===== config.mk =====
export PLATFORM = sky130hd
export DESIGN_NAME = counter_sched
export DESIGN_NICKNAME = d
export VERILOG_FILES = /design/src/rtl/cnt_sched_pkg.sv /design/src/rtl/ld_cnt_core.sv /design/src/rtl/counter_sched.sv
export SDC_FILE = /design/constraint.sdc
export NUM_CORES = 1
export LEC_CHECK = 0
export CORE_MARGIN = 3
export CORE_UTILIZATION = 35
export CTS_CLUSTER_DIAMETER = 30
export CTS_CLUSTER_SIZE = 8
export DETAILED_ROUTE_END_ITERATION = 16
export SYNTH_ARGS = -nofsm -noshare
export SYNTH_HDL_FRONTEND = slang
export SYNTH_SLANG_ARGS = --single-unit

===== constraint.sdc =====
create_clock -name clk -period 1.75 [get_ports clk]
set_input_delay 0.2625 -clock clk [delete_from_list [all_inputs] [get_ports clk]]
set_output_delay 0.2625 -clock clk [all_outputs]
set_load 0.005 [all_outputs]

===== src/rtl/cnt_sched_pkg.sv =====
`default_nettype none
// ============================================================================
// Package  : cnt_sched_pkg
// Brief    : Shared types and defaults for the counter scheduler.
// Revision : 1.0
// ============================================================================
package cnt_sched_pkg;

    localparam int c_DEF_N = 2;
    localparam int c_DEF_W = 4;

    typedef enum logic [1:0] {
        ST_IDLE  = 2'd0,
        ST_LOAD  = 2'd1,
        ST_COUNT = 2'd2,
        ST_DONE  = 2'd3
    } cs_state_e;

endpackage
`default_nettype wire


===== src/rtl/ld_cnt_core.sv =====
`default_nettype none
// ============================================================================
// Module   : ld_cnt_core
// Brief    : W-bit loadable up-counter; load beats enable, wraps mod 2^W.
// Revision : 1.0
// ============================================================================
module ld_cnt_core #(
    parameter int W = 4
) (
    input  logic         clk,
    input  logic         rst,
    input  logic         load,
    input  logic         enable,
    input  logic [W-1:0] data_in,
    output logic [W-1:0] count
);

    logic [W-1:0] count_q;

    always_ff @(posedge clk) begin
        if (rst) begin
            count_q <= '0;
        end else if (load) begin
            count_q <= data_in;
        end else if (enable) begin
            count_q <= count_q + W'(1);
        end
    end

    assign count = count_q;

endmodule
`default_nettype wire


===== src/rtl/counter_sched.sv =====
`default_nettype none
// ============================================================================
// Module   : counter_sched
// Brief    : Shares one loadable up-counter among N requesters.
//            Fixed lowest-index priority, or round-robin with CNT_SCHED_RR_EN.
// Revision : 1.0
// ============================================================================
module counter_sched
    import cnt_sched_pkg::*;
#(
    parameter int N = c_DEF_N,
    parameter int W = c_DEF_W
) (
    input  logic                 clk,
    input  logic                 rst,
    input  logic [N-1:0]         req,
    input  logic [N*W-1:0]       start_val,
    input  logic [N*W-1:0]       end_val,
    output logic [N-1:0]         grant,
    output logic                 busy,
    output logic [W-1:0]         count,
    output logic                 done,
    output logic [$clog2(N)-1:0] done_id
);

    localparam int c_ID_W = $clog2(N);

    cs_state_e         state_q;
    logic [c_ID_W-1:0] owner_q;
    logic [W-1:0]      start_q;
    logic [W-1:0]      end_q;
    logic [N-1:0]      grant_q;
    logic              busy_q;
    logic              done_q;
    logic [c_ID_W-1:0] done_id_q;

    logic [c_ID_W-1:0] w_win;
    logic              w_own_req;
    logic              w_load;
    logic              w_enable;
    logic [W-1:0]      w_count;

`ifdef CNT_SCHED_RR_EN
    logic [c_ID_W-1:0] rr_ptr_q;
    int                w_idx;

    // Scan from the far end so the requester nearest the pointer is written last.
    always_comb begin
        w_win = '0;
        w_idx = 0;
        for (int k = N - 1; k >= 0; k--) begin
            w_idx = (int'(rr_ptr_q) + k) % N;
            if (req[c_ID_W'(w_idx)]) begin
                w_win = c_ID_W'(w_idx);
            end
        end
    end

    always_ff @(posedge clk) begin
        if (rst) begin
            rr_ptr_q <= '0;
        end else if (state_q == ST_IDLE && |req) begin
            rr_ptr_q <= (w_win == c_ID_W'(N - 1)) ? '0 : w_win + c_ID_W'(1);
        end
    end
`else
    always_comb begin
        w_win = '0;
        for (int k = N - 1; k >= 0; k--) begin
            if (req[c_ID_W'(k)]) begin
                w_win = c_ID_W'(k);
            end
        end
    end
`endif

    // Gating with the owner's request keeps the count frozen on the abort edge.
    assign w_own_req = req[owner_q];
    assign w_load    = (state_q == ST_LOAD) && w_own_req;
    assign w_enable  = (state_q == ST_COUNT) && w_own_req && (w_count != end_q);

    ld_cnt_core #(
        .W (W)
    ) u_core (
        .clk     (clk),
        .rst     (rst),
        .load    (w_load),
        .enable  (w_enable),
        .data_in (start_q),
        .count   (w_count)
    );

    always_ff @(posedge clk) begin
        if (rst) begin
            state_q   <= ST_IDLE;
            owner_q   <= '0;
            start_q   <= '0;
            end_q     <= '0;
            grant_q   <= '0;
            busy_q    <= 1'b0;
            done_q    <= 1'b0;
            done_id_q <= '0;
        end else begin
            done_q <= 1'b0;
            case (state_q)
                ST_IDLE: begin
                    if (|req) begin
                        owner_q <= w_win;
                        start_q <= start_val[int'(w_win) * W +: W];
                        end_q   <= end_val[int'(w_win) * W +: W];
                        grant_q <= N'(1) << w_win;
                        busy_q  <= 1'b1;
                        state_q <= ST_LOAD;
                    end
                end
                ST_LOAD: begin
                    if (!w_own_req) begin
                        grant_q <= '0;
                        busy_q  <= 1'b0;
                        state_q <= ST_IDLE;
                    end else begin
                        state_q <= ST_COUNT;
                    end
                end
                ST_COUNT: begin
                    if (!w_own_req) begin
                        grant_q <= '0;
                        busy_q  <= 1'b0;
                        state_q <= ST_IDLE;
                    end else if (w_count == end_q) begin
                        done_q    <= 1'b1;
                        done_id_q <= owner_q;
                        state_q   <= ST_DONE;
                    end
                end
                ST_DONE: begin
                    grant_q <= '0;
                    busy_q  <= 1'b0;
                    state_q <= ST_IDLE;
                end
                default: begin
                    grant_q <= '0;
                    busy_q  <= 1'b0;
                    state_q <= ST_IDLE;
                end
            endcase
        end
    end

    assign grant   = grant_q;
    assign busy    = busy_q;
    assign count   = w_count;
    assign done    = done_q;
    assign done_id = done_id_q;

endmodule
`default_nettype wire


Yosys cells after proc, flatten, opt, wreduce, memory -nomap -nowiden. Cells that the tools add are included.

Register bits after elaboration: 20.

Equal/unequal tests: 8. Reduce and logical (&&, ||, !) cells: 12. Shifts and indexed selects: 3. Bitwise gates (word level): 2. Add/subtract/negate cells: 1. Order comparisons: 1. Multiplexer cells: 17.

Operators by type and width (number): variable part select 8 x 4 -> 4 bit (2); two-way mux 2 bit (6); two-way mux 4 bit (2); case mux 2 bit (4 select lines) (1); two-way mux 1 bit (6); case mux 2 bit (3 select lines) (1); AND reduction 2 bit (3); adder 4 x 1 -> 4 bit (second input constant) (1); equality test 2 bit (second input constant) (2); equality test 4 bit (1); inequality test 2 bit (second input constant) (2); inequality test 4 bit (1); OR reduction 2 bit (2); logical AND 1 bit (3); inequality test 3 x 2 -> 1 bit (second input constant) (1); case mux 1 bit (3 select lines) (1); AND reduction 3 bit (1); OR reduction 3 bit (1); equality test 2 x 1 -> 1 bit (second input constant) (1); zero test 2 bit (1); less-than comparator 1 x 2 -> 1 bit (second input constant) (1); NOT 1 bit (2); nonzero test 2 bit (1); left shift 1 x 1 -> 2 bit (first input constant) (1).

Longest topological paths before layout. Gate-level depths: netlist of the first run.

Word-level depth: 6. Gate-level depth with buffers: 6. Depth with buffers taken out: 6.

Hierarchy. From an unflattened synthesis of the first run, not the netlist that was laid out.

Cell total of the unflattened synthesis: 82. Area, all modules: 795.8 µm².

By module, submodules not included: counter_sched (cells an instance 60, instances 1, area an instance 590.6 µm²); ld_cnt_core (cells an instance 22, instances 1, area an instance 205.2 µm²).

Worst setup path before layout of the first run. No wires, ideal clock.

Path kind: reg-to-reg. Start point: reg u_core.count_q[2], in the netlist u_core.count[2]. End point: reg state_q[1]. Path slack: 330 ps. Data arrival time: 1350 ps. Setup time: 71 ps. Required time: 1679 ps. Period minus slack after synthesis: 1420 ps. Stages on the path, launching flop included: 5. Cells stage by stage: dfxtp_1 -> xnor2_1 -> a41oi_2 -> a2111o_1 -> a21oi_1.

Word-level cells in the longest chain between the ends: 3.

RTL lines: start, declared (RTL line ld_cnt_core.sv:18) `logic [W-1:0] count_q;`; start signal, assigned (RTL line ld_cnt_core.sv:24) `count_q <= data_in;`; start signal, assigned (RTL line ld_cnt_core.sv:26) `count_q <= count_q + W'(1);`; equality test 4 bit (RTL line counter_sched.sv:130) `end else if (w_count == end_q) begin`; inequality test 3 x 2 -> 1 bit (no source line); AND reduction 2 bit (no source line); end signal, assigned (RTL line counter_sched.sv:129) `state_q <= ST_IDLE;`; end signal, assigned (RTL line counter_sched.sv:133) `state_q <= ST_DONE;`; end signal, assigned (RTL line counter_sched.sv:139) `state_q <= ST_IDLE;`; end, declared (RTL line counter_sched.sv:28) `cs_state_e state_q;`.

No other way between the ends. A chain may end at the register's enable or synchronous reset.

Worst setup path after layout of the first run.
Start point: reg u_core.count_q[3], in the netlist u_core.count[3]. End point: reg state_q[1].

Same word-level chain as after synthesis.

==> summary.md, run 1 <==
| Metric | Value |
|---|---|
| Full die area | `2950 µm²` |
| Via count | `666` |
| P per Cell Area | `~800 nW/µm²` |
| CP Max Fanout | `8` |
| Sequential share of power | `0.471` |
| Final setup fails | `0` |
| Antenna-violating nets left | `0` |
| IO Port Bufs | `18` |
| Placed Area | `1080 µm²` |
| Power share of the combinational group | `0.257` |
| Worst hold path stage count | `2` |
| Crit Path Category | `flip-flop to flip-flop` |
| Dpl ws | `between 90 and 100 ps` |
| CTS tree | `done` |
| Cell taking the most area after synthesis | `dfxtp_1` |
| Maximum Capacitance Violations | `0` |
| Syn. warnings | `0` |
| Synth cell types | `29` |
| Mux share of post-synthesis cell area | `0.110` |
| Synth Area in Simple Gates | `0.164` |
| Sw Ratio | `0.264` |
| Global Route Usage Sum | `0.129` |
| R2r setup slk | `150 ps` |
| H-tree depth | `1` |
| Fin. Hold Viols | `0` |
| First-pass GRT wire length | `2.66 mm` |
| Cell Rows | `16` |
| WL per Instance | `11.8 µm` |
| Peak supply drop | `597 µV` |
| CP Buf/Inv Count | `1` |
| Post-synth top cells | `16 x dfxtp_1, 13 x nor2_1, 9 x mux2i_1` |
| Starting Density | `0.392` |
| Min-Delay Path Class | `flip-flop to flip-flop` |
| CTS sink cnt | `16` |
| Core ar. | `2080 µm²` |
| Clock share of power | `0.272` |
| Cell-internal power | `~0.66 mW` |
| Launching point of the worst reg2reg path | `u_core.count[3]$_SDFFE_PP0P_` |
| Cell count after synthesis | `83` |
| I/O pin count | `29` |
| N_diodes | `0` |
| Routability Congestion | `0.751` |
| RSZ-0062 raised after global routing | `no` |
| Sequential-to-total area share from yosys stat | `0.393` |
| Layout cells sized above 1 | `0.174` |
| CP Capture Type | `flip-flop` |
| Area delta synth->final | `36.7%` |
| Asr flop ratio synth | `0` |
| Mean Syn Cell Area | `9.83 µm²` |
| Tot Pwr | `0.892 mW` |
| Final instance area | `1110 µm²` |
| Area contributors post-synth | `dfxtp_1 39%, mux2i_1 11%, ha_1 7.7%` |
| Root buffer cell | `clkbuf_4` |
| Hold Crit Endpoint | `u_core.count[2]$_SDFFE_PP0P_` |
| Run status | `finished clean` |
| Setup_tns | `0 ps` |
| Share of Yosys cell area claimed by the top area cell type | `0.393` |
| Mapped cell area | `816 µm²` |
| CTS hold repair buffers | `0` |
| DRC Markers | `0` |
| Total CTS buffers | `3` |
| Seq cells post-synth | `16` |
| Pre-antenna DRT Iters | `4` |
| Compound-gate portion of the synthesized area | `0.127` |
| Maximum number of pins on one net before global-route repair | `17` |
| CTS clk-pin slew, worst paths | `90 ps` |
| Vias in the first global route | `610` |
| CP startpoint kind | `flip-flop` |
| Final min period | `1600 ps` |
| Final Cycle Share | `0.912` |
| Main combinational cell family by area after synthesis | `simple AND/OR/NAND/NOR gates` |
| Max-slew violations | `0` |
| Most frequent cell after synthesis | `dfxtp_1` |
| Most used DFF post-synth | `dfxtp_1` |
| Routed WL | `1.60 mm` |
| Arrival @ worst endpoint | `1820 ps` |
| Post-CTS resize count | `0` |
| Pleak | `0.457 nW` |
| Fmax | `626 MHz` |
| Die Height | `around 54 µm` |
| Final net count | `135` |
| Setup Fix Bufs, Post-CTS | `0` |
| CTS Buffer Depth | `2` |
| Via-per-instance ratio | `between 4 and 5` |
| Antenna violations before repair | `0` |
| Critical path data required time | `1970 ps` |
| Initial DRC Count | `6` |
| Number of flops mapped to enable cells by yosys | `0` |
| Worst Skew | `1.69 ps` |
| CP delay by family, top | `compound AO/OA/AOI/OAI gates` |
| Largest stage delay on the critical path | `370 ps` |
| Critical R2R Capture | `state_q[1]$_SDFFE_PP0P_` |
| Clock network latency to the later pin of the worst-skew pair | `between 200 and 300 ps` |
| Die Span X | `54.3 µm` |
| Adder-cell share of the synthesized area | `0.0767` |
| Worst Min Path Start | `start_q[2]$_SDFFE_PP0P_` |
| Final WS setup | `153 ps` |
| Hpwl dp | `1.16 mm` |
| Grt ovf | `0` |
| R2R depth | `5` |
| CP max stage cell | `a2111o_1` |
| CP Cell Sequence | `xnor2_1 > a41oi_2 > buf_4 > a2111o_1 > a21oi_1` |
| Psw | `0.236 mW` |
| XOR/XNOR Fraction of Synth Area | `0.0721` |
-- placed cells by master (no fill, tap or decap), drive strengths merged, types with 4 or more instances in the layout --
| master | synthesis | final |
|---|---|---|
| buf | 5 | 9 |
| clkbuf | 1 | 4 |
| clkdlybuf4s50 | 0 | 18 |
| dfxtp | 16 | 16 |
| ha | 5 | 5 |
| mux2i | 9 | 9 |
| nand2 | 4 | 4 |
| nor2 | 13 | 13 |
| xnor2 | 5 | 5 |
-- final cells by class --
cell class / instances / area, µm²
clock buffer: 4 / 36.3
timing repair buffer: 27 / 260
inverter: 2 / 7.51
sequential: 16 / 320
fill: 212 / 967
multi-input combinational: 60 / 457
tap: 27 / 33.8
-- power by group through the flow --
stage                     combinational [mW]  sequential [mW]  clock (mW)
after floorplan                        0.135            0.427           0
after global routing                   0.254            0.426       0.273
final                                  0.229            0.420       0.242
after detailed placement               0.229            0.430           0
after global placement                 0.227            0.429           0
after CTS                              0.231            0.421       0.254
-- metrics by stage --
stage	util	std cells	hold WS (ps)
global route	0.535	136	540
CTS	0.535	136	505
detailed placement	0.518	132	488
floorplan	-	84	406
global placement	0.518	132	481
finish	0.535	136	500
-- state kept, by name, indices dropped and copies added, names as in the netlist --
signal	flops
done	1
end_q	4
grant	1
start_q	4
state_q	2
u_core.count	4
-- routing by layer --
layer	GRT usage	up-vias	share of wire
li1	-	343	-
met1	0.153	305	0.46
met2	0.209	14	0.47
met3	0.0490	4	0.055
met4	0.0498	0	0.014
met5	0	-	0
-- how the worst max path moves through the flow --
stage,slack (ps),from,depth (start not counted),to
after floorplan,330,u_core.count[2]$_SDFFE_PP0P_,4,state_q[1]$_SDFFE_PP0P_
after global placement,120,req[0],5,state_q[1]$_SDFFE_PP0P_
after detailed placement,90,req[0],5,state_q[1]$_SDFFE_PP0P_
after CTS,150,u_core.count[3]$_SDFFE_PP0P_,5,state_q[1]$_SDFFE_PP0P_
after global routing,40,u_core.count[3]$_SDFFE_PP0P_,5,state_q[1]$_SDFFE_PP0P_
final,150,u_core.count[3]$_SDFFE_PP0P_,5,state_q[1]$_SDFFE_PP0P_
-- worst reg2reg max path, stage by stage (launching register included) --
cell,delay (ps)
dfxtp_1,350
xnor2_1,340
a41oi_2,150
buf_4,180
a2111o_1,370
a21oi_1,140
-- cell families after synthesis --
| family | after synthesis |
|---|---|
| AOI/OAI and AO/OA | 12 |
| xor gates and xnor gates | 5 |
| adders and majority gates | 5 |
| buffers and inverters | 8 |
| DFF | 16 |
| muxes | 9 |
| other | 1 |
| and+or+nand+nor | 27 |
No activity file was read; power rests on OpenSTA's default activity.
==> run 2, diff against run 1 <==
--- a/config.mk
+++ b/config.mk
@@ -6,7 +6,7 @@
 export NUM_CORES = 1
 export LEC_CHECK = 0
 export CORE_MARGIN = 3
-export CORE_UTILIZATION = 35
+export CORE_UTILIZATION = 25
 export CTS_CLUSTER_DIAMETER = 30
 export CTS_CLUSTER_SIZE = 8
 export DETAILED_ROUTE_END_ITERATION = 16
==> run 2 against run 1 <==
Non-clock buffer count down 3. Critical endpoint unchanged. Clock power about the same. First-iteration DRC count rose to 3.3 times the previous value. Sequential share of layout area is essentially flat. Global-route usage down 4.2 points. Core utilization is 17 points lower. Critical path depth unchanged. Power is 0.62% lower. Largest power group unchanged.
==> summary.md, run 2 (synthesis gave the netlist of run 1 again) <==
| Metric | Value |
|---|---|
| Pre-antenna DRT Iters | `4 (unchanged)` |
| DRC Markers | `0 (unchanged)` |
| Area delta synth->final | `36.5%` |
| Fillcell total | `311 (+47%)` |
| First-pass GRT wire length | `2.79 mm (+5.2%)` |
| Critical path data required time | `1980 ps (about the same)` |
| RSZ-0062 raised after global routing | `no` |
| Clock network latency to the later pin of the worst-skew pair | `280 ps (about the same)` |
| Routability Congestion | `0.722 (-3.8%)` |
| Core ar. | `3080 µm² (+48%)` |
| Via count | `651 (-2.3%)` |
| Antenna violations before repair | `0 (unchanged)` |
| Worst-Margin Slew | `537 ps` |
| Run status | `finished clean` |
| H-tree depth | `1 (unchanged)` |
| CP delay by family, top | `compound AO/OA/AOI/OAI gates` |
| CP max stage cell | `a2111o_1` |
| Fmax | `634 MHz (+1.3%)` |
| Maximum Capacitance Violations | `0 (unchanged)` |
| CP Max Fanout | `8 (unchanged)` |
| Area occupied by registers | `320 µm² (unchanged)` |
| Crit Path Category | `flip-flop to flip-flop` |
| CTS sink cnt | `16 (unchanged)` |
| DP Cell Count | `146 (+11%)` |
| Full die area | `3980 µm² (+35%)` |
| Post-CTS resize count | `0 (unchanged)` |
| CP Capture Type | `flip-flop` |
| Commonest non-fill, non-tap cell in the layout | `clkdlybuf4s50_1` |
| Pleak | `0.442 nW (-3.3%)` |
| Die Height | `63.1 µm (+16%)` |
| Max-slew violations | `0 (unchanged)` |
| CP startpoint kind | `flip-flop` |
| Antenna-violating nets left | `0 (unchanged)` |
| R2R depth | `5 (unchanged)` |
| Vias in the first global route | `645 (+5.7%)` |
| Root buffer cell | `clkbuf_4` |
| Worst Skew | `3.86 ps (+2.17 ps)` |
| I/O pin count | `29 (unchanged)` |
| Hpwl dp | `1.26 mm (+8.6%)` |
| Die Span X | `63.1 µm (+16%)` |
| WL per Instance | `10.8 µm (-7.9%)` |
| Largest stage delay on the critical path | `370 ps (about the same)` |
| Multi-input gate area | `457 µm² (unchanged)` |
| CP Buf/Inv Count | `1 (unchanged)` |
| Final Cycle Share | `0.901 (-0.0119)` |
| Setup Fix Bufs, Post-CTS | `0 (unchanged)` |
| Total CTS buffers | `3 (unchanged)` |
| Setup_tns | `0 ps (unchanged)` |
| CTS Buffer Depth | `2 (unchanged)` |
| Relative slew slack | `0.641` |
| CP Cell Sequence | `xnor2_1 > a41oi_2 > buf_4 > a2111o_1 > a21oi_1` |
| P per Cell Area | `796 nW/µm² (-0.51%)` |
| Final setup fails | `0 (unchanged)` |
| Layout cells sized above 1 | `0.151 (-0.0234)` |
| Starting Density | `0.265 (-0.127)` |
| Cell Rows | `20 (+4)` |
| IO Port Bufs | `18 (unchanged)` |
| Final net count | `132 (-2.2%)` |
| Commonest cells after routing, fill and taps aside | `18 x clkdlybuf4s50_1, 16 x dfxtp_1, 13 x nor2_1` |
| Global Route Usage Sum | `0.0872 (-0.0419)` |
| CTS tree | `done` |
| CTS clk-pin slew, worst paths | `100 ps (about the same)` |
| Initial DRC Count | `20 (+14)` |
| Peak supply drop | `330 µV (-45%)` |
| CTS hold repair buffers | `0 (unchanged)` |
| Finished Layout Cells | `150 (+10%)` |
| Worst path depth | `5 (unchanged)` |
| Routed WL | `1.63 mm (+1.6%)` |
| Fin. Hold Viols | `0 (unchanged)` |
| Arrival @ worst endpoint | `1800 ps (-20 ps)` |
| Via-per-instance ratio | `4.34 (-11%)` |
| N_diodes | `0 (unchanged)` |
| Min-Delay Path Class | `flip-flop to flip-flop` |
| Grt ovf | `0 (unchanged)` |
| Maximum number of pins on one net before global-route repair | `17 (unchanged)` |
| Final min period | `1580 ps (-20.7 ps)` |
| Worst hold path stage count | `2 (unchanged)` |
[run 2: final timing paths]
kind	start	to	slack, ps
setup / recovery	u_core.count[3]$_SDFFE_PP0P_	state_q[1]$_SDFFE_PP0P_	170
hold / removal	state_q[1]$_SDFFE_PP0P_	state_q[1]$_SDFFE_PP0P_	500
setup reg to reg	u_core.count[3]$_SDFFE_PP0P_	state_q[1]$_SDFFE_PP0P_	170
hold reg to reg	state_q[1]$_SDFFE_PP0P_	state_q[1]$_SDFFE_PP0P_	500
[run 2: worst min-delay path, stage by stage (launching register included)]
cell and delay, ps:
dfxtp_1 340, o21ai_0 70, a21oi_1 60
[run 2: layout make-up]
| cell class | count | share of cell area |
|---|---|---|
| tap | 44 | 0.0494 |
| sequential | 16 | 0.288 |
| clock buffer | 4 | 0.0326 |
| inverter | 2 | 0.00674 |
| multi-input combinational | 60 | 0.410 |
| timing repair buffer | 24 | 0.213 |
[run 2: through the flow]
stage | hold slack (ps) | utilization | power, mW | setup slack, ps | area, µm²
6_report | 505 | 0.362 | 0.886 | 174 | 1110
5_1_grt | 532 | 0.362 | 0.937 | 56.8 | 1110
4_1_cts | 512 | 0.362 | 0.899 | 160 | 1110
3_5_place_dp | 495 | 0.350 | 0.653 | 30.9 | 1080
3_3_place_gp | 485 | 0.350 | 0.649 | 43.5 | 1080
2_1_floorplan | 406 | - | 0.562 | 330 | 820
[run 2: layer usage]
layer  wire, µm  part of all wire  global-route usage  vias up
met1        783              0.48               0.107      295
met3         75             0.046              0.0178        2
met2        745              0.46               0.145       14
met5          0                 0                   0        -
li1           -                 -                   -      340
met4         21             0.013              0.0413        0
[run 2: report_power, final]
part | total, mW | internal (mW) | leakage [nW] | switching [mW]
combinational | 0.219 | 0.128 | 0.290 | 0.0917
sequential | 0.422 | 0.395 | 0.132 | 0.0272
clock | 0.244 | 0.127 | 0.0210 | 0.118
total | 0.886 | 0.650 | 0.442 | 0.237
